### config.mk
export PLATFORM = sky130hd
export DESIGN_NAME = sprite_line_fetcher_flat
export DESIGN_NICKNAME = d
export VERILOG_FILES = /design/src/rtl/sprite_pkg.sv /design/src/rtl/sprite_line_fetcher_if.sv /design/src/rtl/sprite_line_buffer.sv /design/src/rtl/sprite_line_fetcher.sv /design/src/flat_wrapper.sv
export SDC_FILE = /design/constraint.sdc
export NUM_CORES = 1
export LEC_CHECK = 0
export CAP_MARGIN = 15
export CORE_ASPECT_RATIO = 1.1
export CORE_UTILIZATION = 40
export DETAILED_ROUTE_END_ITERATION = 10
export REMOVE_ABC_BUFFERS = 1
export SETUP_SLACK_MARGIN = 0.15
export SYNTH_ARGS = -nofsm -noshare
export SYNTH_HDL_FRONTEND = slang
export SYNTH_SLANG_ARGS = --single-unit
### constraint.sdc
create_clock -name Clk -period 3.6 [get_ports Clk]
set_input_delay 0.54 -clock Clk [delete_from_list [all_inputs] [get_ports Clk]]
set_output_delay 0.54 -clock Clk [all_outputs]
set_load 0.02 [all_outputs]
### src/rtl/sprite_pkg.sv
// sprite_pkg: shared sizes, FSM state type and sprite RAM address helper
package sprite_pkg;
  localparam int SPRITE_W = 16;
  localparam int SPRITE_H = 16;
  localparam int ADDR_W = 19;
  localparam int PIX_W = 5;
  localparam int TRANSP_IDX = 0;
  localparam int COL_W = $clog2(SPRITE_W);
  localparam int ROW_W = $clog2(SPRITE_H);
  typedef enum logic [1:0] {IDLE, FETCH, DRAIN} fetch_state_t;
  typedef logic [PIX_W-1:0] pix_t;
  function automatic logic [ADDR_W-1:0] fetch_addr(input logic [3:0] frame, input logic [ROW_W-1:0] row, input logic [COL_W-1:0] col);
    return ADDR_W'(frame) * ADDR_W'(SPRITE_W * SPRITE_H) + ADDR_W'(row) * ADDR_W'(SPRITE_W) + ADDR_W'(col);
  endfunction
endpackage

### src/rtl/sprite_line_fetcher_if.sv
// sprite_line_fetcher_if: read bus to the 1-cycle registered sprite RAM
interface sprite_line_fetcher_if;
  import sprite_pkg::*;
  logic [ADDR_W-1:0] read_address;
  pix_t sprite_data;
  modport master (output read_address, input sprite_data);
  modport slave (input read_address, output sprite_data);
endinterface

### src/rtl/sprite_line_buffer.sv
// sprite_line_buffer: SPRITE_W x PIX_W register file, one write port, one async read port
module sprite_line_buffer
  import sprite_pkg::*;
(
  input  logic             clk,
  input  logic             we,
  input  logic [COL_W-1:0] waddr,
  input  pix_t             wdata,
  input  logic [COL_W-1:0] raddr,
  output pix_t             rdata
);
  pix_t mem_q [SPRITE_W];
  always_ff @(posedge clk)
    if (we) mem_q[waddr] <= wdata;
  assign rdata = mem_q[raddr];
endmodule

### src/rtl/sprite_line_fetcher.sv
// sprite_line_fetcher: fetches one sprite row per scanline into a line buffer and serves
// the palette index for the current DrawX one cycle later
module sprite_line_fetcher
  import sprite_pkg::*;
(
  input  logic                        Clk,
  input  logic                        Reset,
  input  logic                        line_start,
  input  logic [9:0]                  line_y,
  input  logic [9:0]                  sprite_x,
  input  logic [9:0]                  sprite_y,
  input  logic [3:0]                  frame_idx,
  input  logic [9:0]                  DrawX,
  sprite_line_fetcher_if.master       ram,
  output pix_t                        pixel_idx,
  output logic                        pixel_on,
  output logic                        busy
);
  fetch_state_t state_q, state_d;
  logic [COL_W-1:0] col_q, col_d, wcol_q, wcol_d;
  logic [ROW_W-1:0] row_q, row_d;
  logic [3:0] frame_q, frame_d;
  logic [9:0] sx_q, sx_d;
  logic [ADDR_W-1:0] addr_q, addr_d;
  logic we_q, we_d, line_valid_q, line_valid_d, pixel_on_q, pixel_on_d;
  pix_t pixel_idx_q, pixel_idx_d, buf_rdata;
  logic [10:0] row, dx_off;
  logic hit, in_span;
  assign row = {1'b0, line_y} - {1'b0, sprite_y};
  assign hit = (line_y >= sprite_y) && (row < 11'(SPRITE_H));
  always_comb begin
    state_d = state_q;
    col_d = col_q;
    row_d = row_q;
    frame_d = frame_q;
    sx_d = sx_q;
    addr_d = addr_q;
    we_d = 1'b0;
    wcol_d = col_q;
    line_valid_d = line_valid_q;
    if (line_start) begin
      row_d = row[ROW_W-1:0];
      frame_d = frame_idx;
      sx_d = sprite_x;
      col_d = '0;
      line_valid_d = 1'b0;
      state_d = hit ? FETCH : IDLE;
      addr_d = hit ? fetch_addr(frame_idx, row[ROW_W-1:0], '0) : addr_q;
    end else if (state_q == FETCH) begin
      we_d = 1'b1;
      col_d = col_q + 1'b1;
      state_d = (col_q == COL_W'(SPRITE_W - 1)) ? DRAIN : FETCH;
      addr_d = (col_q == COL_W'(SPRITE_W - 1)) ? addr_q : fetch_addr(frame_q, row_q, col_d);
    end else if (state_q == DRAIN) begin
      state_d = IDLE;
      line_valid_d = 1'b1;
    end
  end
  // a restart squashes the write still in flight from the aborted row
  sprite_line_buffer u_buf (
    .clk   (Clk),
    .we    (we_q && !line_start),
    .waddr (wcol_q),
    .wdata (ram.sprite_data),
    .raddr (dx_off[COL_W-1:0]),
    .rdata (buf_rdata)
  );
  assign dx_off = {1'b0, DrawX} - {1'b0, sx_q};
  assign in_span = line_valid_q && (DrawX >= sx_q) && (dx_off < 11'(SPRITE_W));
  assign pixel_idx_d = in_span ? buf_rdata : '0;
  assign pixel_on_d = in_span && (buf_rdata != pix_t'(TRANSP_IDX));
  always_ff @(posedge Clk or posedge Reset)
    if (Reset) begin
      state_q <= IDLE;
      col_q <= '0;
      wcol_q <= '0;
      row_q <= '0;
      frame_q <= '0;
      sx_q <= '0;
      addr_q <= '0;
      we_q <= 1'b0;
      line_valid_q <= 1'b0;
      pixel_idx_q <= '0;
      pixel_on_q <= 1'b0;
    end else begin
      state_q <= state_d;
      col_q <= col_d;
      wcol_q <= wcol_d;
      row_q <= row_d;
      frame_q <= frame_d;
      sx_q <= sx_d;
      addr_q <= addr_d;
      we_q <= we_d;
      line_valid_q <= line_valid_d;
      pixel_idx_q <= pixel_idx_d;
      pixel_on_q <= pixel_on_d;
    end
  assign ram.read_address = addr_q;
  assign pixel_idx = pixel_idx_q;
  assign pixel_on = pixel_on_q;
  assign busy = state_q != IDLE;
endmodule

### src/flat_wrapper.sv
// flat-port wrapper written by rule: the top's interface ports become plain ports
module sprite_line_fetcher_flat import sprite_pkg::*;
  (Clk, Reset, line_start, line_y, sprite_x, sprite_y, frame_idx, DrawX, pixel_idx, pixel_on, busy, ram_read_address, ram_sprite_data);
  sprite_line_fetcher_if ram_i ();
  input  logic Clk;
  input  logic Reset;
  input  logic line_start;
  input  logic [9:0] line_y;
  input  logic [9:0] sprite_x;
  input  logic [9:0] sprite_y;
  input  logic [3:0] frame_idx;
  input  logic [9:0] DrawX;
  output pix_t pixel_idx;
  output logic pixel_on;
  output logic busy;
  output wire logic [$bits(ram_i.read_address)-1:0] ram_read_address;
  input wire logic [$bits(ram_i.sprite_data)-1:0] ram_sprite_data;
  assign ram_read_address = ram_i.read_address;
  assign ram_i.sprite_data = ram_sprite_data;
  sprite_line_fetcher u_core (.Clk(Clk), .Reset(Reset), .line_start(line_start), .line_y(line_y), .sprite_x(sprite_x), .sprite_y(sprite_y), .frame_idx(frame_idx), .DrawX(DrawX), .ram(ram_i), .pixel_idx(pixel_idx), .pixel_on(pixel_on), .busy(busy));
endmodule
After elaboration in Yosys (flattened, before gate mapping)

Memories as Yosys holds them, arrays and structs flattened.
Index checks and enable logic that the tools add are counted.
Widths: inputs -> output; s select.

Flip-flop bits (word level): 55
Bits in read-only memories: 0
Memories: 1
Bits in writable memories: 80
Input bits: 52
Word-level logic and storage cells: 60
Bits in latches: 0
Output and inout port bits: 26

Memory list:

| memory             | words | bits a word | rd ports | clocked after memory_dff | write ports | line                     | source |
|---|---|---|---|---|---|---|---|
| u_core.u_buf.mem_q | 16    | 5           | 1        | 0                        | 1           | sprite_line_buffer.sv:12 | `pix_t mem_q [SPRITE_W];` |

Magnitude comparators: 4
Add/subtract/negate cells: 6
Shift-type cells: 0
Divide/modulo/power cells: 0
Bitwise logic cells: 0
Muxes and demuxes: 19
Reductions and logical operators: 13
Eq/ne operators: 6
$mul: 0

Operator list:

| cell                | count |
|---|---|
| $mux 19             | 4 |
| $add 12x8->13       | 2 |
| $lt 11x5->1 const B | 2 |
| $sub 10x10->11      | 2 |
| $ge 10x10->1        | 2 |
| $add 19x4->19       | 1 |
| $mux 1              | 8 |
| $mux 2              | 4 |
| $mux 4              | 2 |
| $reduce_bool 2->1   | 3 |
| $logic_and 1x1->1   | 5 |
| $mux 5              | 1 |
| $reduce_bool 5->1   | 1 |
| $add 4x1->4 const B | 1 |
| $eq 4x4->1 const B  | 1 |
| $ne 2x2->1 const B  | 2 |
| $reduce_and 3->1    | 1 |
| $reduce_bool 3->1   | 1 |
| $eq 2x1->1 const B  | 1 |
| $eq 2x2->1 const B  | 1 |
| $ne 2x1->1 const B  | 1 |
| $reduce_and 2->1    | 1 |
| $logic_not 1->1     | 1 |

Depth between registers and ports, before layout

Gate-level depths: netlist of the first run.

Depth after elaboration: 5
Mapped depth: 12
Mapped depth without buffers: 11

Modules after synthesis

Synthesis of the first run repeated with hierarchy kept, for this count alone.

Cell total of the unflattened synthesis: 421
Area total of the unflattened synthesis: 5,893.2 um2

Modules (own cells, without submodules):

| module              | times used | sequential area each (um2) | cells each | area an instance (um2) |
|---|---|---|---|---|
| sprite_line_buffer  | 1          | 2,402.3                    | 150        | 3,113.0 |
| sprite_line_fetcher | 1          | 1,201.2                    | 271        | 2,780.2 |

Worst setup path after synthesis of the first run

OpenSTA, ideal clock, no wires.

Kind: input port to flip-flop
Start point: input line_y[0]
End point: register u_core.addr_q[0] (netlist: u_core.ram.read_address[0])
Setup time: 0.125 ns
Data required time: 3.475 ns
Arrival: 2.949 ns
Slack: 0.526 ns
Buffers on the path: 1
Cell stages on the path: 12
Path through: inv_1 -> ha_1 -> inv_1 -> fa_1 -> a21o_1 -> a2111o_1 -> o21ai_2 -> o211ai_1 -> or4_4 -> o21ai_4 -> buf_12 -> mux2_4

Longest elaborated chain between the ends: 5
Elaborated cells between the ends (all ways): 6
Those cells by class: 1 x add/sub; 2 x order compare; 1 x eq/ne; 2 x reduce/logical

RTL lines:

| what                                  | line                      | source |
|---|---|---|
| from (decl)                           | flat_wrapper.sv:8         | `input logic [9:0] line_y;` |
| $sub 10x10->11                        | sprite_line_fetcher.sv:29 | `assign row = {1'b0, line_y} - {1'b0, sprite_y};` |
| $lt 11x5->1                           | sprite_line_fetcher.sv:30 | `assign hit = (line_y >= sprite_y) && (row < 11'(SPRITE_H));` |
| $logic_and 1x1->1 (*)                 | sprite_line_fetcher.sv:30 |  |
| $ne 2x1->1 (no source line) (*)       | -                         |  |
| $reduce_and 3->1 (no source line) (*) | -                         |  |
| to (signal assigned)                  | sprite_line_fetcher.sv:92 | `addr_q <= addr_d;` |
| to (decl)                             | sprite_line_fetcher.sv:24 | `logic [ADDR_W-1:0] addr_q, addr_d;` |

Mark *: on every way between the ends. The rest lies on a longest branch, timed or not.
A chain may end at the register's enable or synchronous reset.

Worst setup path after layout of the first run

Start point: input sprite_y[0]
End point: register u_core.addr_q[8] (netlist: u_core.ram.read_address[8])

Longest elaborated chain between the ends: 5
Elaborated cells between the ends (all ways): 9
Those cells by class: 2 x add/sub; 2 x order compare; 1 x eq/ne; 2 x mux; 2 x reduce/logical

RTL lines:

| what                              | line                      | source |
|---|---|---|
| from (decl)                       | flat_wrapper.sv:10        | `input logic [9:0] sprite_y;` |
| $sub 10x10->11                    | sprite_line_fetcher.sv:29 |  |
| $lt 11x5->1                       | sprite_line_fetcher.sv:30 |  |
| $logic_and 1x1->1                 | sprite_line_fetcher.sv:30 |  |
| $ne 2x1->1 (no source line)       | -                         |  |
| $reduce_and 3->1 (no source line) | -                         |  |

Several ways; a longest one is shown, not always the timed one. The select of a mux whose other input is x is not followed.

==> impl_metrics.yaml, run 1 <==
run_status:
  status: "finished, final reports clean"
detailed_routing:
  drcViolationCount: 0
  totalWireLength_mm: 11.3
  met1_length_mm: 4.84
  drt_iter0_drc: 184
  met3_length_um: 347
  firstDrtPassIters: 4
  wl_met2_mm: 5.96
  ant_nets: 0
  routedWlPerCell_um: 16.1
  vias: 3488
  highest_layer: "met4"
  vias_per_cell: 4.97
timing:
  whs_ns: 0.448
  setup_slack_ns: 0.347
  slew_violations: 0
  max_slew_margin_pct: 33.0
  max_freq_mhz: 307
  finalHoldViolations: 0
  worst-slew-pin-transition_ns: 1.00
  finalSetupViolations: 0
  rsz0062_at_grt: "no"
  min_period_ns: 3.25
  post-route-period-util_pct: 90.4
  clock_skew_ns: 0.00800
synth:
  yosysUniqueCellTypes: 50
  synth_edf_count: 80
  synth_top_flop_cell: "edfxtp_1"
  synth.avg_cell_area_um2: 14.4
  async_flop_share_pct: 37.5
  synth_area_mm2: 0.00591
  ys_seq_area_share_pct: 61.0
  ys_warn_count: 0
  synth_seq_cells: 128
  syn_inst: 410
critical_path:
  crit_fanout: 13
  rr_worst_depth: 9
  cp.arrival_ns: 3.55
  cp-start-kind: "input port"
  critPathRequiredTime_ns: 3.89
  reg2reg_slack_ns: 0.85
  cp-end-kind: "flip-flop"
  r2r_end: "u_core.pixel_idx[2]$_DFF_PP0_"
  r2r-start: "u_core.sx_q[0]$_DFFE_PP0P_"
  worstSetupPathType: "in -> reg"
cts:
  ctsHoldBuffers: 0
  htree_num_levels: 4
  cts-buffers-inserted: 17
  cts_resized: 0
  cts_tree: "built"
  postCtsSetupBuffers: 0
  clk_pin_slew_ns: 0.05
  clock_sinks: 128
  clockRootBuffer: "clkbuf_16"
  clock_path_buffers: 2
  clk_latency_ns: 0.41
final_layout:
  drive_gt1_share_pct: 17.5
  post-route-util_pct: 51.7
  area_delta_synth_final_pct: 26.3
  nFillCells: 1190
  diodes: 0
  nets: 573
power_and_ir_drop:
  leakage_nw: 2.92
  total_power_w: 0.00409
  peakVddDrop_mv: 0.353
  pwr_density_cell_mw_per_mm2: 549
min_path:
  hold_class: "reg -> reg"
  whs_path_depth: 0
  min_from: "u_core.col_q[1]$_DFFE_PP0P_"
  whs_endpoint: "u_core.wcol_q[1]$_DFF_PP0_"
floorplan:
  fp.dieH_um: 129
  rows: 46
  dieArea_mm2: 0.0153
  start_util_pct: 40.9
  die_width_um: 118
  io_pins: 78
  coreArea_mm2: 0.0144
placed_design:
  post-dp-hpwl_mm: 7.86
  gp_congestion: 0.870
  port_buffers: 70
  dp_slack_ns: -0.0845
global_route:
  grt_pass1_wl_mm: 18.2
  grt_max_degree: 49
  gr-total-overflow: 0
  grtUsageTotal_pct: 15.9
  grt_pass1_vias: 3534
  antenna_found_initial: 0
flow_run:
  max-cap-violations: 0
[metal layers]
metal,global-route usage [%],up-vias
li1,-,1685
met1,19.2,1719
met2,27.4,71
met3,4.49,13
met4,5.58,0
met5,0,-
[cell families after synthesis]
kind of cell    share of synthesized area (%)
fa+ha+maj                                5.12
compound gates                           5.72
mux                                      15.0
flops                                    61.0
other cells                            0.0635
buf+inv                                  3.62
xor+xnor                                 1.91
simple gates                             7.58
[cell usage after synthesis, drive strengths merged, types with 10 or more instances]
| cell type | instances | area share (%) |
|---|---|---|
| a21oi | 14 | 1.2 |
| buf | 11 | 1.5 |
| dfrtp | 48 | 20 |
| edfxtp | 80 | 41 |
| ha | 21 | 4.4 |
| inv | 28 | 1.8 |
| mux2 | 23 | 5.0 |
| mux2i | 12 | 2.0 |
| mux4 | 21 | 8.0 |
| nand2 | 15 | 0.95 |
| nand2b | 11 | 1.2 |
| nor2 | 39 | 2.5 |
| o21ai | 20 | 1.9 |
| xnor2 | 10 | 1.6 |
[state kept, by name (all words and copies together), names as in the netlist]
| name | count |
|---|---|
| u_core.u_buf.mem_q | 80 |
| u_core.ram.read_address | 12 |
| u_core.sx_q | 10 |
| u_core.pixel_idx | 5 |
| u_core.col_q | 4 |
| u_core.frame_q | 4 |
| u_core.row_q | 4 |
| u_core.wcol_q | 4 |
| u_core.state_q | 2 |
| u_core.line_valid_q | 1 |
| u_core.pixel_on | 1 |
| u_core.we_q | 1 |
[stage by stage]
stage / cell area, µm² / std cells / setup TNS [ns]
after floorplan: 5820 / 399 / 0
after global placement: 6860 / 671 / -0.0125
after detailed placement: 6860 / 671 / -0.519
after CTS: 7460 / 702 / 0
after global routing: 7460 / 702 / 0
final: 7460 / 702 / 0
[where the power goes]
part	switching [W]	leakage, nW	internal (W)
Sequential	0.0000294	1.35	0.00163
Combinational	0.000339	1.28	0.000371
Clock	0.000588	0.298	0.00114
Total	0.000956	2.92	0.00314
[worst max-delay path by stage]
stage / startpoint / cells after the start / to / slack (ns)
6_report: sprite_y[0] / 11 / u_core.ram.read_address[8]$_DFFE_PP0P_ / 0.35
5_1_grt: sprite_y[0] / 11 / u_core.ram.read_address[8]$_DFFE_PP0P_ / 0.22
4_1_cts: sprite_y[0] / 11 / u_core.ram.read_address[8]$_DFFE_PP0P_ / 0.35
3_5_place_dp: sprite_y[0] / 11 / u_core.ram.read_address[8]$_DFFE_PP0P_ / -0.08
3_3_place_gp: sprite_y[0] / 11 / u_core.ram.read_address[8]$_DFFE_PP0P_ / -0.004
2_1_floorplan: line_y[0] / 11 / u_core.ram.read_address[10]$_DFFE_PP0P_ / 0.51
[area by class of cell]
cell class                      count  area (µm²)  share of cell area [%]
Sequential cell                   128        3600                    48.3
Multi-Input combinational cell    243        2110                    28.3
Timing Repair Buffer               80         801                    10.7
Clock buffer                       18         429                    5.75
Tap cell                          192         240                    3.22
Clock inverter                     13         170                    2.28
Inverter                           28         105                    1.41
[cell usage in the layout, fill, tap and decap left out, types with 2 or more instances in the layout]
cell	count
mux4_2	21
o211ai_1	2
nor2b_1	3
clkinv_2	5
xnor2_1	9
fa_1	2
conb_1	7
nor4_1	5
inv_1	27
o21ai_0	17
clkdlybuf4s50_1	70
ha_1	21
dfrtp_1	48
clkinv_4	2
a211oi_1	2
o22ai_1	2
nor3_1	5
a21o_1	3
clkinv_1	2
xor2_1	2
bufinv_16	4
buf_4	8
or3_1	3
mux2_4	9
a21oi_1	14
mux2i_1	12
o21a_1	4
mux2_2	14
edfxtp_1	80
nand2b_1	11
nand2_1	15
buf_12	2
clkbuf_16	17
nor3b_1	3
nor2_1	39
[worst max-delay path, cell delays in order]
cell and delay, ns:
clkdlybuf4s50_1 0.47, ha_1 0.16, inv_1 0.05, fa_1 0.37
a21o_1 0.21, a2111o_1 0.42, o21ai_2 0.07, o211ai_1 0.11
or4_4 0.51, o21ai_4 0.23, mux2_2 0.39
No activity file was read; power rests on OpenSTA's default activity.
==> inputs of run 2 (changes only) <==
Settings changed: PLACE_DENSITY set to 0.61.
==> run 2 against run 1 <==
Non-clock buffer count rose by 2; via count rose by 0.57%; cell area rose by 1.1%; highest routed layer unchanged.
==> impl_metrics.yaml, run 2 (synthesized netlist as in run 1, its figures left out) <==
timing:
  slew_violations: 0
  worst-slew-pin-transition_ns: 0.626
  max_freq_mhz: 307
  setup_slack_ns: 0.338
  min_period_ns: 3.26
  post-route-period-util_pct: 90.6
  whs_ns: 0.332
  finalHoldViolations: 0
  clock_skew_ns: 0.00824
  finalSetupViolations: 0
  max_slew_margin_pct: 58.1
  rsz0062_at_grt: "no"
cts:
  clockRootBuffer: "clkbuf_16"
  htree_num_levels: 4
  ctsHoldBuffers: 0
  cts_tree: "built"
  cts-buffers-inserted: 17
  clock_path_buffers: 2
  clk_pin_slew_ns: 0.05
  clk_latency_ns: 0.40
  cts_resized: 0
  clock_sinks: 128
  postCtsSetupBuffers: 0
final_layout:
  max_flop_register: "u_core.u_buf.mem_q"
  area_delta_synth_final_pct: 27.7
  layout_commonest_cell: "edfxtp_1"
  nFillCells: 1195
  nets: 575
  drive_gt1_share_pct: 17.5
  layout_common_cells: "80 x edfxtp_1, 70 x clkdlybuf4s50_1, 48 x dfrtp_1"
  largest_reg_flops: 80
  diodes: 0
  post-route-util_pct: 52.2
floorplan:
  start_util_pct: 40.9
  dieArea_mm2: 0.0153
  io_pins: 78
  fp.dieH_um: 129
  coreArea_mm2: 0.0144
  rows: 46
  die_width_um: 118
global_route:
  grt_pass1_wl_mm: 18.4
  grt_max_degree: 49
  gr-total-overflow: 0
  antenna_found_initial: 0
  grt_pass1_vias: 3701
  grtUsageTotal_pct: 16.0
critical_path:
  cp.arrival_ns: 3.55
  critPathRequiredTime_ns: 3.88
  cp-start-kind: "input port"
  worstSetupPathType: "in -> reg"
  crit_fanout: 13
  max_stage_delay_ns: 0.51
  path_cells: "clkdlybuf4s50_1 > ha_1 > inv_1 > fa_1 > a21o_1 > a2111o_1 > o21ai_2 > o211ai_1 > or4_4 > o21ai_4 > mux2_2"
  slowest_stage: "or4_4"
  cp-end-kind: "flip-flop"
run_status:
  status: "finished, final reports clean"
power_and_ir_drop:
  peakVddDrop_mv: 0.423
  leakage_nw: 2.96
  pwr_density_cell_mw_per_mm2: 557
  total_power_w: 0.00420
placed_design:
  post-dp-hpwl_mm: 7.99
  port_buffers: 70
  dp_slack_ns: -0.0729
  gp_congestion: 0.866
detailed_routing:
  vias: 3508
  routedWlPerCell_um: 16.0
  drt_iter0_drc: 253
  totalWireLength_mm: 11.3
  ant_nets: 0
  vias_per_cell: 4.98
  drcViolationCount: 0
  firstDrtPassIters: 5
min_path:
  hold_class: "in -> async"
flow_run:
  max-cap-violations: 0
-- run 2: cell count changes in the layout (fill, tap and decap cells not counted) --
| cell | change |
|---|---|
| clkbuf_8 | +5 |
| clkinv_2 | -5 |
| clkbuf_1 | +4 |
| clkbuf_16 | +2 |
| clkinv_1 | -2 |
| clkinv_4 | -2 |
| buf_12 | +1 |
| buf_4 | +1 |
| bufinv_16 | -1 |
-- run 2: through the flow --
stage | instances | cell area [µm²] | TNS (ns)
2_1_floorplan | 399 | 5820 | 0
3_3_place_gp | 672 | 6870 | -0.00363
3_5_place_dp | 672 | 6870 | -0.356
4_1_cts | 704 | 7520 | 0
5_1_grt | 705 | 7540 | 0
6_report | 705 | 7540 | 0
-- run 2: routing by layer --
layer	wire, µm	up-vias	global-route usage, %
met3	450	16	4.49
met1	4570	1722	18.4
met2	6100	89	28.5
met4	162	0	6.11
li1	-	1681	-
met5	0	-	0
-- run 2: final cells by class --
| type | count | area (µm²) | share of cell area [%] |
|---|---|---|---|
| timing repair buffer | 82 | 828 | 11.0 |
| sequential | 128 | 3600 | 47.8 |
| inverter | 28 | 105 | 1.39 |
| tap | 192 | 240 | 3.18 |
| clock buffer | 29 | 563 | 7.46 |
| clock inverter | 3 | 90.1 | 1.19 |
| multi-input combinational | 243 | 2110 | 28.0 |
-- run 2: path summary, 6_finish.rpt --
check / end / slack [ns] / cells past startpoint / start
min in group Clk: u_core.wcol_q[1]$_DFF_PP0_ / 0.44 / 0 / u_core.col_q[1]$_DFFE_PP0P_
max reg2reg: u_core.pixel_idx[1]$_DFF_PP0_ / 0.73 / 9 / u_core.sx_q[0]$_DFFE_PP0P_
max in group asynchronous: u_core.ram.read_address[7]$_DFFE_PP0P_ / 2.82 / 3 / Reset
min: u_core.sx_q[6]$_DFFE_PP0P_ / 0.33 / 2 / Reset
min reg2reg: u_core.wcol_q[1]$_DFF_PP0_ / 0.44 / 0 / u_core.col_q[1]$_DFFE_PP0P_
max: u_core.ram.read_address[9]$_DFFE_PP0P_ / 0.34 / 11 / sprite_y[0]
-- run 2: worst max-delay path, delay by kind of cell --
family                     cells  cell delay [ns]
AOI/OAI and AO/OA              5             1.03
adders and majority gates      2             0.54
buffers and inverters          2             0.52
and+or+nand+nor                1             0.51
muxes                          1             0.40
-- run 2: report_power, final --
group / internal (W) / total [W] / switching, W
Combinational: 0.000373 / 0.000716 / 0.000342
Clock: 0.00127 / 0.00183 / 0.000562
Sequential: 0.00163 / 0.00165 / 0.0000292
Total: 0.00327 / 0.00420 / 0.000934
